File: src/rtl/alu_issue_stage_if.sv
// alu_issue_stage_if: upstream instruction handshake, register-file read port
// and downstream ALU issue bus of the decode/issue stage.
// master: the surrounding pipeline (fetch, register file, execute stage).
// slave:  the issue stage itself.
interface alu_issue_stage_if #(
    parameter int XLEN = 32
);
    logic            in_valid;
    logic            in_ready;
    logic [31:0]     in_instr;
    logic [31:0]     in_pc;
    logic [4:0]      rf_rs1_addr;
    logic [4:0]      rf_rs2_addr;
    logic [XLEN-1:0] rf_rs1_data;
    logic [XLEN-1:0] rf_rs2_data;
    logic            flush;
    logic            out_valid;
    logic            out_ready;
    logic [XLEN-1:0] out_op1;
    logic [XLEN-1:0] out_op2;
    logic [3:0]      out_field;
    logic [4:0]      out_rd;
    logic            out_rd_we;
    logic [31:0]     out_pc;
    logic            out_illegal;

    modport master (
        output in_valid, in_instr, in_pc, rf_rs1_data, rf_rs2_data, flush, out_ready,
        input  in_ready, rf_rs1_addr, rf_rs2_addr, out_valid, out_op1, out_op2,
               out_field, out_rd, out_rd_we, out_pc, out_illegal
    );

    modport slave (
        input  in_valid, in_instr, in_pc, rf_rs1_data, rf_rs2_data, flush, out_ready,
        output in_ready, rf_rs1_addr, rf_rs2_addr, out_valid, out_op1, out_op2,
               out_field, out_rd, out_rd_we, out_pc, out_illegal
    );
endinterface

File: src/rtl/alu_issue_stage.sv
// alu_issue_stage: decodes the RV32I integer-computational subset, reads the
// register file and issues ALU operands through a MAIN + SKID buffer.
// Optional macro ALU_ISSUE_PERF_EN adds perf_issued / perf_stall counters.
module alu_issue_stage #(
    parameter int XLEN = 32
) (
    input  logic               clk,
    input  logic               rst_n,
    alu_issue_stage_if.slave   bus
`ifdef ALU_ISSUE_PERF_EN
    ,
    output logic [31:0]        perf_issued,
    output logic [31:0]        perf_stall
`endif
);

    typedef enum logic [6:0] {
        OPC_OP     = 7'b0110011,
        OPC_OP_IMM = 7'b0010011,
        OPC_LUI    = 7'b0110111,
        OPC_AUIPC  = 7'b0010111
    } opcode_t;

    typedef struct packed {
        logic [XLEN-1:0] op1;
        logic [XLEN-1:0] op2;
        logic [3:0]      field;
        logic [4:0]      rd;
        logic            rd_we;
        logic [31:0]     pc;
        logic            illegal;
    } entry_t;

    opcode_t     w_opcode;
    logic [2:0]  w_funct3;
    logic [6:0]  w_funct7;
    logic [4:0]  w_rd;
    logic        w_legal;
    logic [3:0]  w_field;
    entry_t      w_dec;

    entry_t      r_main, r_skid, w_main_n, w_skid_n;
    logic        r_main_valid, r_skid_valid, w_main_valid_n, w_skid_valid_n;
    logic        r_in_ready, w_in_ready_n;
    logic        w_accept, w_main_free;

    assign w_opcode = opcode_t'(bus.in_instr[6:0]);
    assign w_funct3 = bus.in_instr[14:12];
    assign w_funct7 = bus.in_instr[31:25];
    assign w_rd     = bus.in_instr[11:7];

    assign bus.rf_rs1_addr = bus.in_instr[19:15];
    assign bus.rf_rs2_addr = bus.in_instr[24:20];

    // Decode the incoming instruction into an issue entry
    always_comb begin
        w_dec    = '0;
        w_legal  = 1'b0;
        w_field  = 4'b0000;
        w_dec.rd = w_rd;
        w_dec.pc = bus.in_pc;
        case (w_opcode)
            OPC_OP: begin
                w_dec.op1 = bus.rf_rs1_data;
                w_dec.op2 = bus.rf_rs2_data;
                w_field   = {bus.in_instr[30], w_funct3};
                w_legal   = (w_funct7 == 7'b0000000) ||
                            ((w_funct7 == 7'b0100000) &&
                             ((w_funct3 == 3'b000) || (w_funct3 == 3'b101)));
            end
            OPC_OP_IMM: begin
                w_dec.op1 = bus.rf_rs1_data;
                w_dec.op2 = {{(XLEN-12){bus.in_instr[31]}}, bus.in_instr[31:20]};
                w_field   = {1'b0, w_funct3};
                w_legal   = 1'b1;
                if (w_funct3 == 3'b001) begin
                    w_dec.op2 = {{(XLEN-5){1'b0}}, bus.in_instr[24:20]};
                    w_legal   = (w_funct7 == 7'b0000000);
                end else if (w_funct3 == 3'b101) begin
                    w_dec.op2 = {{(XLEN-5){1'b0}}, bus.in_instr[24:20]};
                    w_field   = {bus.in_instr[30], w_funct3};
                    w_legal   = (w_funct7 == 7'b0000000) || (w_funct7 == 7'b0100000);
                end
            end
            OPC_LUI: begin
                w_dec.op2 = {bus.in_instr[31:12], 12'b0};
                w_legal   = 1'b1;
            end
            OPC_AUIPC: begin
                w_dec.op1 = bus.in_pc;
                w_dec.op2 = {bus.in_instr[31:12], 12'b0};
                w_legal   = 1'b1;
            end
            default: ;
        endcase
        w_dec.illegal = !w_legal;
        w_dec.field   = w_legal ? w_field : 4'b0000;
        w_dec.rd_we   = w_legal && (w_rd != 5'd0);
    end

    assign w_accept    = bus.in_valid && r_in_ready;
    assign w_main_free = !r_main_valid || bus.out_ready;

    // Next buffer contents: flush wins, SKID refills MAIN ahead of new input
    always_comb begin
        w_main_n       = r_main;
        w_skid_n       = r_skid;
        w_main_valid_n = r_main_valid;
        w_skid_valid_n = r_skid_valid;
        if (bus.flush) begin
            w_main_valid_n = 1'b0;
            w_skid_valid_n = 1'b0;
        end else if (w_main_free) begin
            if (r_skid_valid) begin
                w_main_n       = r_skid;
                w_main_valid_n = 1'b1;
                w_skid_n       = w_dec;
                w_skid_valid_n = w_accept;
            end else begin
                w_main_n       = w_dec;
                w_main_valid_n = w_accept;
            end
        end else if (w_accept) begin
            w_skid_n       = w_dec;
            w_skid_valid_n = 1'b1;
        end
        w_in_ready_n = !w_skid_valid_n;
    end

    // Buffer and ready registers with synchronous active-low reset
    always_ff @(posedge clk) begin
        if (!rst_n) begin
            r_main       <= '0;
            r_skid       <= '0;
            r_main_valid <= 1'b0;
            r_skid_valid <= 1'b0;
            r_in_ready   <= 1'b0;
        end else begin
            r_main       <= w_main_n;
            r_skid       <= w_skid_n;
            r_main_valid <= w_main_valid_n;
            r_skid_valid <= w_skid_valid_n;
            r_in_ready   <= w_in_ready_n;
        end
    end

    assign bus.in_ready    = r_in_ready;
    assign bus.out_valid   = r_main_valid;
    assign bus.out_op1     = r_main.op1;
    assign bus.out_op2     = r_main.op2;
    assign bus.out_field   = r_main.field;
    assign bus.out_rd      = r_main.rd;
    assign bus.out_rd_we   = r_main.rd_we;
    assign bus.out_pc      = r_main.pc;
    assign bus.out_illegal = r_main.illegal;

`ifdef ALU_ISSUE_PERF_EN
    logic [31:0] r_perf_issued, r_perf_stall;

    // Issue and stall counters; wrap naturally and ignore flush
    always_ff @(posedge clk) begin
        if (!rst_n) begin
            r_perf_issued <= '0;
            r_perf_stall  <= '0;
        end else begin
            if (r_main_valid && bus.out_ready)  r_perf_issued <= r_perf_issued + 32'd1;
            if (r_main_valid && !bus.out_ready) r_perf_stall  <= r_perf_stall + 32'd1;
        end
    end

    assign perf_issued = r_perf_issued;
    assign perf_stall  = r_perf_stall;
`endif

endmodule
File: src/flat_wrapper.sv
// flat-port wrapper written by rule: the top's interface ports become plain ports
module alu_issue_stage_flat 
#(
    parameter int XLEN = 32
)
  (clk, rst_n, bus_in_valid, bus_in_instr, bus_in_pc, bus_rf_rs1_data, bus_rf_rs2_data, bus_flush, bus_out_ready, bus_in_ready, bus_rf_rs1_addr, bus_rf_rs2_addr, bus_out_valid, bus_out_op1, bus_out_op2, bus_out_field, bus_out_rd, bus_out_rd_we, bus_out_pc, bus_out_illegal);
  alu_issue_stage_if #(.XLEN(XLEN)) bus_i ();
  input  logic clk;
  input  logic rst_n;
  input wire logic [$bits(bus_i.in_valid)-1:0] bus_in_valid;
  input wire logic [$bits(bus_i.in_instr)-1:0] bus_in_instr;
  input wire logic [$bits(bus_i.in_pc)-1:0] bus_in_pc;
  input wire logic [$bits(bus_i.rf_rs1_data)-1:0] bus_rf_rs1_data;
  input wire logic [$bits(bus_i.rf_rs2_data)-1:0] bus_rf_rs2_data;
  input wire logic [$bits(bus_i.flush)-1:0] bus_flush;
  input wire logic [$bits(bus_i.out_ready)-1:0] bus_out_ready;
  output wire logic [$bits(bus_i.in_ready)-1:0] bus_in_ready;
  output wire logic [$bits(bus_i.rf_rs1_addr)-1:0] bus_rf_rs1_addr;
  output wire logic [$bits(bus_i.rf_rs2_addr)-1:0] bus_rf_rs2_addr;
  output wire logic [$bits(bus_i.out_valid)-1:0] bus_out_valid;
  output wire logic [$bits(bus_i.out_op1)-1:0] bus_out_op1;
  output wire logic [$bits(bus_i.out_op2)-1:0] bus_out_op2;
  output wire logic [$bits(bus_i.out_field)-1:0] bus_out_field;
  output wire logic [$bits(bus_i.out_rd)-1:0] bus_out_rd;
  output wire logic [$bits(bus_i.out_rd_we)-1:0] bus_out_rd_we;
  output wire logic [$bits(bus_i.out_pc)-1:0] bus_out_pc;
  output wire logic [$bits(bus_i.out_illegal)-1:0] bus_out_illegal;
  assign bus_i.in_valid = bus_in_valid;
  assign bus_i.in_instr = bus_in_instr;
  assign bus_i.in_pc = bus_in_pc;
  assign bus_i.rf_rs1_data = bus_rf_rs1_data;
  assign bus_i.rf_rs2_data = bus_rf_rs2_data;
  assign bus_i.flush = bus_flush;
  assign bus_i.out_ready = bus_out_ready;
  assign bus_in_ready = bus_i.in_ready;
  assign bus_rf_rs1_addr = bus_i.rf_rs1_addr;
  assign bus_rf_rs2_addr = bus_i.rf_rs2_addr;
  assign bus_out_valid = bus_i.out_valid;
  assign bus_out_op1 = bus_i.out_op1;
  assign bus_out_op2 = bus_i.out_op2;
  assign bus_out_field = bus_i.out_field;
  assign bus_out_rd = bus_i.out_rd;
  assign bus_out_rd_we = bus_i.out_rd_we;
  assign bus_out_pc = bus_i.out_pc;
  assign bus_out_illegal = bus_i.out_illegal;
  alu_issue_stage #(.XLEN(XLEN)) u_core (.clk(clk), .rst_n(rst_n), .bus(bus_i));
endmodule
File: config.mk
export PLATFORM = sky130hd
export DESIGN_NAME = alu_issue_stage_flat
export DESIGN_NICKNAME = d
export VERILOG_FILES = /design/src/rtl/alu_issue_stage_if.sv /design/src/rtl/alu_issue_stage.sv /design/src/flat_wrapper.sv
export SDC_FILE = /design/constraint.sdc
export NUM_CORES = 1
export LEC_CHECK = 0
export ABC_AREA = 1
export BUFFER_PORTS_ARGS = -buffer_cell sky130_fd_sc_hd__buf_2
export CAP_MARGIN = 25
export CORE_ASPECT_RATIO = 0.6
export CORE_MARGIN = 10
export CORE_UTILIZATION = 40
export DETAILED_ROUTE_END_ITERATION = 12
export HOLD_SLACK_MARGIN = 0.05
export SYNTH_ARGS = -nofsm -noshare
export SYNTH_HDL_FRONTEND = slang
export SYNTH_SLANG_ARGS = --single-unit
File: constraint.sdc
create_clock -name clk -period 1.9 [get_ports clk]
set_input_delay 0.19 -clock clk [delete_from_list [all_inputs] [get_ports clk]]
set_output_delay 0.19 -clock clk [all_outputs]
set_load 0.01 [all_outputs]
* Yosys cells after proc, flatten, opt, wreduce, memory -nomap -nowiden
Index checks and enable logic that the tools add are counted.
Word-level totals: word-level logic and storage cells 66, bits in registers 217, output and inout port bits 119
Operators by class: reduce and logical (&&, ||, !) cells 19, eq/ne operators 8, mux-type cells 20, bitwise operators 2
Operators by type and width (count):
- $mux 107 | 4
- $pmux 32 s3 | 1
- $mux 32 | 2
- $pmux 32 s2 | 1
- $eq 7x6->1 const B | 3
- $eq 7x5->1 const B | 2
- $mux 4 | 3
- $pmux 4 s2 | 1
- $logic_not 7->1 | 1
- $mux 1 | 7
- $reduce_or 2->1 | 3
- $reduce_bool 5->1 | 1
- $logic_or 1x1->1 | 4
- $eq 3x1->1 const B | 1
- $eq 3x3->1 const B | 1
- $logic_and 1x1->1 | 3
- $logic_not 1->1 | 3
- $logic_not 3->1 | 1
- $pmux 1 s3 | 1
- $reduce_and 3->1 | 1
- $ne 2x1->1 const B | 1
- $not 1->1 | 2
- $reduce_and 2->1 | 1
- $reduce_bool 2->1 | 1

* Depth between registers and ports, before layout
Gate-level depths: netlist of the first run.
word-level depth 8, gate-level depth with buffers 11, gate-level depth less buffers 11

* Worst setup path after synthesis of the first run
Ideal clock, no wire load.
path type flip-flop to flip-flop, start reg u_core.r_main_valid (netlist: u_core.bus.out_valid), end reg u_core.r_skid[36] in the netlist's numbering, period minus slack after synthesis 1.560 ns, path buffers 3, stages on the path, launching flop included 11, data arrival time 1.445 ns, slack 0.340 ns, path through dfxtp_1 inv_1 nor2_2 a21oi_1 o21ai_1 inv_2 buf_2 buf_2 buf_4 nor2_1 nor2_1
On the way: longest elaborated chain between the ends 4
RTL lines:
- from (decl) | RTL line alu_issue_stage.sv:43 | logic r_main_valid, r_skid_valid, w_main_valid_n, w_skid_valid_n;
- from (signal assigned) | RTL line alu_issue_stage.sv:141 | r_main_valid <= w_main_valid_n;
- $logic_not 1->1 (*) | RTL line alu_issue_stage.sv:102 | assign w_main_free = !r_main_valid || bus.out_ready;
- $logic_or 1x1->1 (*) | RTL line alu_issue_stage.sv:102
- $ne 2x1->1 (no line) / $reduce_bool 2->1 (equally long branches)
- $reduce_and 3->1 (no line)
- to (signal assigned) | RTL line alu_issue_stage.sv:140 | r_skid <= w_skid_n;
- to (decl) | RTL line alu_issue_stage.sv:42 | entry_t r_main, r_skid, w_main_n, w_skid_n;
Every way passes the cells marked *; elsewhere a longest branch is shown, timed or not. A chain may end at the register's enable or synchronous reset.

* Final worst setup path of the first run
start reg u_core.r_in_ready (netlist: u_core.bus.in_ready), end reg u_core.r_skid[66] in the netlist's numbering
On the way: longest elaborated chain between the ends 3
RTL lines:
- from (decl) | RTL line alu_issue_stage.sv:44 | logic r_in_ready, w_in_ready_n;
- from (signal assigned) | RTL line alu_issue_stage.sv:143 | r_in_ready <= w_in_ready_n;
- $logic_and 1x1->1 | RTL line alu_issue_stage.sv:101 | assign w_accept = bus.in_valid && r_in_ready;
- $reduce_bool 2->1 (no line)
- $reduce_and 3->1 (no line)
No other way between the ends.

==> flow_metrics.py, run 1 <==
metrics = {
    "synthesis": {
        "syn-cell-area_um2": 9330,
        "synth_area_leader_cell": "dfxtp_1",
        "ys_seq_area_share_pct": 46.5,
        "async_flop_share_pct": 0,
        "synthTopCellsByCount": "o21ai_0, dfxtp_1, nand2_1, a21oi_1, nor2_1",
        "synth_warnings": 0,
        "synth_cell_types": 27,
        "syn_nets": 1440,
        "netlist.area_leader.share_pct": 46.5,
        "synth-main-ff-cell": "dfxtp_1",
        "synth-seq-cells": 217,
        "synth_edf_count": 0,
        "synthMostInstantiatedCell": "o21ai_0",
        "syn_area_per_cell_um2": 7.14,
        "syn_inst": 1307,
        "ys_top_cells_by_area": "dfxtp_1, o21ai_0, a21oi_1",
    },
    "cts": {
        "clockBufferDepth": 3,
        "htreeDepth": 1,
        "cts.sinks": 217,
        "clk_latency_ns": 0.49,
        "cts_tree": "built",
        "post_cts_resized": 0,
        "clkTransAtPathRegs_ns": 0.06,
        "numCtsBuffers": 21,
        "cts_setup_buffers": 0,
        "cts_root_buf": "clkbuf_16",
    },
    "outcome": {
        "outcome": "complete, no violations",
    },
    "finish": {
        "diodes": 0,
        "n_fill_cell": 2322,
        "area_growth_pct": 27.4,
        "nets": 1668,
        "regArea_um2": 4350,
        "drive_above_1_share_pct": 21.2,
        "fin_area_um2": 11900,
        "multi_input_comb_area_um2": 4140,
    },
    "global_route": {
        "grt_pass1_vias": 9262,
        "grt_max_degree": 99,
        "grt_usage_pct": 21.0,
        "antenna_found_initial": 0,
        "overflow": 0,
        "grt_pass1_wl_um": 52400,
    },
    "pwr": {
        "p_per_area_nw_per_um2": 832,
        "power_mw": 9.89,
        "max-vdd-ir-drop_uv": 570,
        "p_leak_nw": 5.46,
    },
    "timing": {
        "finalMaxSlewViolations": 0,
        "setup_violations": 0,
        "fin_setup_tns_ns": 0,
        "max_freq_ghz": 0.619,
        "min_period_over_period_pct": 85.0,
        "finalClockSkew_ns": 0.0116,
        "timing.hold.ws_ns": 0.0691,
        "relSlewSlack_pct": 60.5,
        "finalHoldViolCount": 0,
        "fin_crit_ns": 1.62,
        "rsz0062_at_grt": "no",
        "worst_pin_slew_ns": 0.592,
    },
    "floorplan": {
        "die_area_um2": 30000,
        "initial_core_util_pct": 40.5,
        "rows": 43,
        "io-pin-count": 252,
        "core_area_um2": 23000,
        "die_h_um": 138,
        "dieWidth_um": 217,
    },
    "run": {
        "cap_violations": 0,
    },
    "drt": {
        "wl_um": 33000,
        "drt_iter0_drc": 941,
        "route.detailed.drc": 0,
        "num_vias": 9680,
        "routed.top_layer": "met4",
        "wl_met2_um": 14000,
        "wl_met3_um": 2970,
        "routedWlPerCell_um": 17.8,
        "first_pass_iters": 5,
        "wl_met1_um": 15600,
        "final_antenna_net_count": 0,
        "vias_per_cell": 5.20,
    },
    "critical_path": {
        "crit_path_cell_trace": "nand2_1 -> a21oi_1 -> o21ai_4 -> inv_4 -> buf_12 -> o21ai_0 -> a21oi_1",
        "crit_slowest_cell": "dfxtp_1",
        "crit_path_frequent_cell": "a21oi_1",
        "endpoint_kind": "register",
        "crit_required_ns": 2.32,
        "start_kind": "register",
        "path_buf_inv": 2,
        "crit_type": "register to register",
        "cp_max_fo": 60,
        "arrival_ns": 2.04,
        "critical-path-max-stage-delay_ns": 0.33,
        "reg2reg_slack_ns": 0.28,
        "cp_top_family": "compound AO/OA/AOI/OAI gates",
    },
    "placed_design": {
        "placed_area_um2": 10900,
        "globalplace.congestion": 0.926,
        "hpwlAfterDp_um": 22300,
        "port_buffers": 251,
    },
    "worst_hold_path": {
        "hold_path.class": "input port to register",
    },
}
per-stage QoR:
stage                     utilization [%]  setup slack, ns  instances
after global routing                 51.6           0.0862       1860
after floorplan                         -            0.340       1307
after global placement               47.2            0.197       1788
after CTS                            51.6            0.259       1860
final                                51.6            0.284       1860
after detailed placement             47.2            0.107       1788
worst reg2reg max path, cell delays in order (launching register included):
cell,delay [ns]
dfxtp_1,0.33
nand2_1,0.09
a21oi_1,0.25
o21ai_4,0.11
inv_4,0.23
buf_12,0.27
o21ai_0,0.15
a21oi_1,0.13
path summary, 6_finish.rpt:
check / depth (start not counted) / endpoint / from
hold / removal: 5 / u_core.r_skid[54] / bus_rf_rs2_data[11]
hold reg to reg: 2 / u_core.bus.out_rd_we / u_core.bus.out_rd_we
setup / recovery: 7 / u_core.r_skid[66] / u_core.bus.in_ready
setup reg to reg: 7 / u_core.r_skid[66] / u_core.bus.in_ready
kinds of logic after synthesis:
kind of cell           synth area share, %
DFF                                   46.5
buffers and inverters                 9.32
AOI/OAI and AO/OA                     27.8
and+or+nand+nor                       16.3
placed cells by master (no fill, tap or decap), types with 32 or more instances in the layout:
master	synthesis	layout
buf_2	11	250
o21ai_0	229	229
dfxtp_1	217	216
nand2_1	204	203
a21oi_1	182	182
nor2_1	148	148
inv_1	93	92
a31oi_1	39	39
dlygate4sd3_1	0	39
o22ai_1	32	32
final cells by class:
cell class	count	share of cell area, %
inverter	97	3.13
tap	315	3.32
sequential	217	36.6
timing repair buffer	320	16.8
clock inverter	5	0.421
multi-input combinational	878	34.8
clock buffer	28	4.89
sequential cells by signal (all words and copies together), names as in the netlist:
signal	count
u_core.bus.out_illegal	1
u_core.bus.in_ready	1
u_core.bus.out_op2	32
u_core.bus.out_rd	5
u_core.bus.out_op1	32
u_core.bus.out_pc	32
u_core.bus.out_rd_we	1
u_core.r_skid_valid	1
u_core.bus.out_field	4
u_core.bus.out_valid	1
u_core.r_skid	107
repair_timing:
action / 4_1_cts / 5_1_grt
endpoints found under the setup margin: 0 / 0
hold buffers: 39 / 0
hold endpoints to repair: 77 / 0
layer usage:
metal	GRT usage [%]	vias up
met1	29.7	4504
met2	31.1	329
met4	3.00	0
li1	-	4811
met3	6.36	36
met5	0	-
power breakdown:
part           switching (mW)  internal, mW
Sequential             0.0883          4.72
Clock                    1.74          2.27
Combinational           0.630         0.438
Total                    2.46          7.43
(Power assumes the default switching activity.)
==> run 2, diff against run 1 <==
- ABC_AREA: 1 -> not set
==> run 2 against run 1 <==
Net effect:
- maximum frequency fell by 7.4%
- via count fell by 1.2%
- sequential power fell by 0.8%
- setup slack got worse by 0.13 ns
- register-to-register slack got worse by 0.13 ns
- clock power rose by 8.0%
- final cell count fell by 5.6%
- global-route usage fell by 0.49 points
- largest cell class is now multi-input gates
==> flow_metrics.py, run 2 <==
metrics = {
    "drt": {
        "first_pass_iters": 5,
        "vias_per_cell": 5.44,
        "route.detailed.drc": 0,
        "num_vias": 9560,
        "routedWlPerCell_um": 19.4,
        "drt_iter0_drc": 760,
        "final_antenna_net_count": 0,
        "wl_um": 34000,
    },
    "synthesis": {
        "synth_warnings": 0,
        "synthMostInstantiatedCell": "nand2_1",
        "syn_inst": 1197,
        "synth_area_leader_cell": "dfxtp_1",
        "synth-main-ff-cell": "dfxtp_1",
        "synth_edf_count": 0,
        "synth-seq-cells": 217,
        "async_flop_share_pct": 0,
        "syn_nets": 1330,
        "synthTopCellsByCount": "nand2_1, dfxtp_1, a21oi_1, o21ai_0, mux2i_1",
        "netlist.area_leader.share_pct": 45.0,
        "syn-cell-area_um2": 9660,
        "ys_top_cells_by_area": "dfxtp_1, a21oi_1, nand2_1",
        "synth_cell_types": 48,
        "syn_area_per_cell_um2": 8.07,
        "ys_seq_area_share_pct": 45.0,
    },
    "placed_design": {
        "hpwlAfterDp_um": 22900,
        "place_ws_ns": -0.233,
        "globalplace.congestion": 0.851,
        "placed_area_um2": 11200,
        "dp.cells": 1676,
        "port_buffers": 251,
    },
    "floorplan": {
        "io-pin-count": 252,
        "die_area_um2": 31000,
        "initial_core_util_pct": 41.3,
        "core_area_um2": 23400,
        "dieWidth_um": 221,
        "rows": 43,
        "die_h_um": 140,
    },
    "finish": {
        "multi_input_comb_area_um2": 4740,
        "mostFrequentLayoutCells": "buf_2, nand2_1, dfxtp_1",
        "area_growth_pct": 28.2,
        "final_cells": 1756,
        "diodes": 0,
        "n_fill_cell": 2266,
        "regArea_um2": 4350,
        "largest_register_ff_count": 107,
        "drive_above_1_share_pct": 23.4,
        "layout_commonest_cell": "buf_2",
        "nets": 1561,
        "postLayoutCoreUtil_pct": 52.9,
        "largest_register": "u_core.r_skid",
        "fin_area_um2": 12400,
    },
    "timing": {
        "finalMaxSlewViolations": 0,
        "rsz0062_at_grt": "no",
        "max_freq_ghz": 0.573,
        "fin_setup_tns_ns": 0,
        "finalClockSkew_ns": 0.00680,
        "setup_violations": 0,
        "fin_crit_ns": 1.75,
        "min_period_over_period_pct": 91.9,
        "finalHoldViolCount": 0,
        "relSlewSlack_pct": 58.0,
        "fin_ws_ns": 0.155,
        "worst_pin_slew_ns": 0.631,
    },
    "critical_path": {
        "crit_slowest_cell": "dfxtp_1",
        "cp_top_family": "simple AND/OR/NAND/NOR gates",
        "cp_max_fo": 54,
        "crit_type": "register to register",
        "crit_required_ns": 2.32,
        "crit_path_frequent_cell": "nand2_1",
        "path_buf_inv": 1,
        "endpoint_kind": "register",
        "crit_path_cell_trace": "nand2b_4 -> nand2_1 -> a21o_4 -> buf_12 -> nand2_1 -> a21oi_1",
        "critical-path-max-stage-delay_ns": 0.38,
        "arrival_ns": 2.16,
        "start_kind": "register",
    },
    "cts": {
        "cts.sinks": 217,
        "cts_root_buf": "clkbuf_16",
        "htreeDepth": 1,
        "clkTransAtPathRegs_ns": 0.06,
        "clk_latency_ns": 0.50,
        "cts_setup_buffers": 0,
        "clockBufferDepth": 3,
        "cts_tree": "built",
        "numCtsBuffers": 22,
    },
    "global_route": {
        "grt_pass1_vias": 8949,
        "grt_usage_pct": 20.5,
        "overflow": 0,
        "grt_pass1_wl_um": 52000,
        "antenna_found_initial": 0,
        "grt_max_degree": 112,
    },
    "pwr": {
        "p_per_area_nw_per_um2": 832,
        "max-vdd-ir-drop_uv": 466,
        "p_leak_nw": 5.28,
    },
    "worst_hold_path": {
        "hold_path.class": "input port to register",
    },
    "run": {
        "cap_violations": 0,
    },
    "outcome": {
        "outcome": "complete, no violations",
    },
}
[run 2: changes by cell type after synthesis, moves of 18 or more]
cell,delta
mux2i_1,+75
o21ai_0,-142
a211oi_1,+37
a21oi_1,+18
nand2_1,+19
nor2_1,-97
a221o_1,+19
o211a_1,+19
nand3_1,+38
buf_1,+19
o22ai_1,-32
inv_1,-73
a31oi_1,-39
[run 2: power by group]
group | switching (mW) | internal (mW)
Sequential | 0.0772 | 4.69
Clock | 1.80 | 2.53
Combinational | 0.719 | 0.482
[run 2: layer usage]
layer | up-vias | share of wire, % | wire, um | global-route usage (%)
met1 | 4478 | 48 | 16500 | 30.3
met2 | 376 | 41 | 14100 | 29.4
li1 | 4672 | - | - | -
met5 | - | 0 | 0 | 0
met4 | 0 | 1.4 | 466 | 3.17
met3 | 34 | 8.7 | 2970 | 5.01
[run 2: stage by stage]
stage	total power, mW	hold WS, ns
after floorplan	5.43	0.269
after global placement	6.00	0.441
after detailed placement	6.00	0.446
after CTS	10.4	0.0610
after global routing	10.7	0.0780
final	10.3	0.0759
[run 2: worst min-delay path, cell delays in order]
cell     delay (ns)
buf_2          0.09
nand2_1        0.05
a21oi_1        0.07
nand2_1        0.07
a21oi_1        0.05
[run 2: worst paths after layout]
check / from / to / slack, ns / cells past startpoint
worst max register to register: u_core.bus.out_valid / u_core.r_skid[91] / 0.15 / 6
worst min-delay path: bus_rf_rs1_data[19] / u_core.r_skid[94] / 0.08 / 5
worst min register to register: u_core.r_skid[24] / u_core.r_skid[24] / 0.45 / 2
worst max-delay path: u_core.bus.out_valid / u_core.r_skid[91] / 0.15 / 6
[run 2: timing repair]
item                       CTS  global route
setup endpoints to repair    0             3
resized for setup            0             0
hold endpoints to repair    51             0
hold buffers                40             0
[run 2: final cells by class]
class,instances,share of cell area (%)
Clock buffer,32,5.32
Clock inverter,5,0.404
Inverter,23,0.717
Multi-Input combinational cell,837,38.2
Sequential cell,217,35.1
Tap cell,315,3.18
Timing Repair Buffer,327,17.0
[run 2: logic make-up (layout without fill, tap and decap cells)]
family / after synthesis / in the layout / share of synthesized area, %
xor+xnor: 1 / 1 / 0.0907
flops: 217 / 217 / 45.0
mux: 75 / 75 / 7.77
buf+inv: 145 / 387 / 6.35
simple gates: 360 / 360 / 15.8
compound gates: 399 / 401 / 25.1
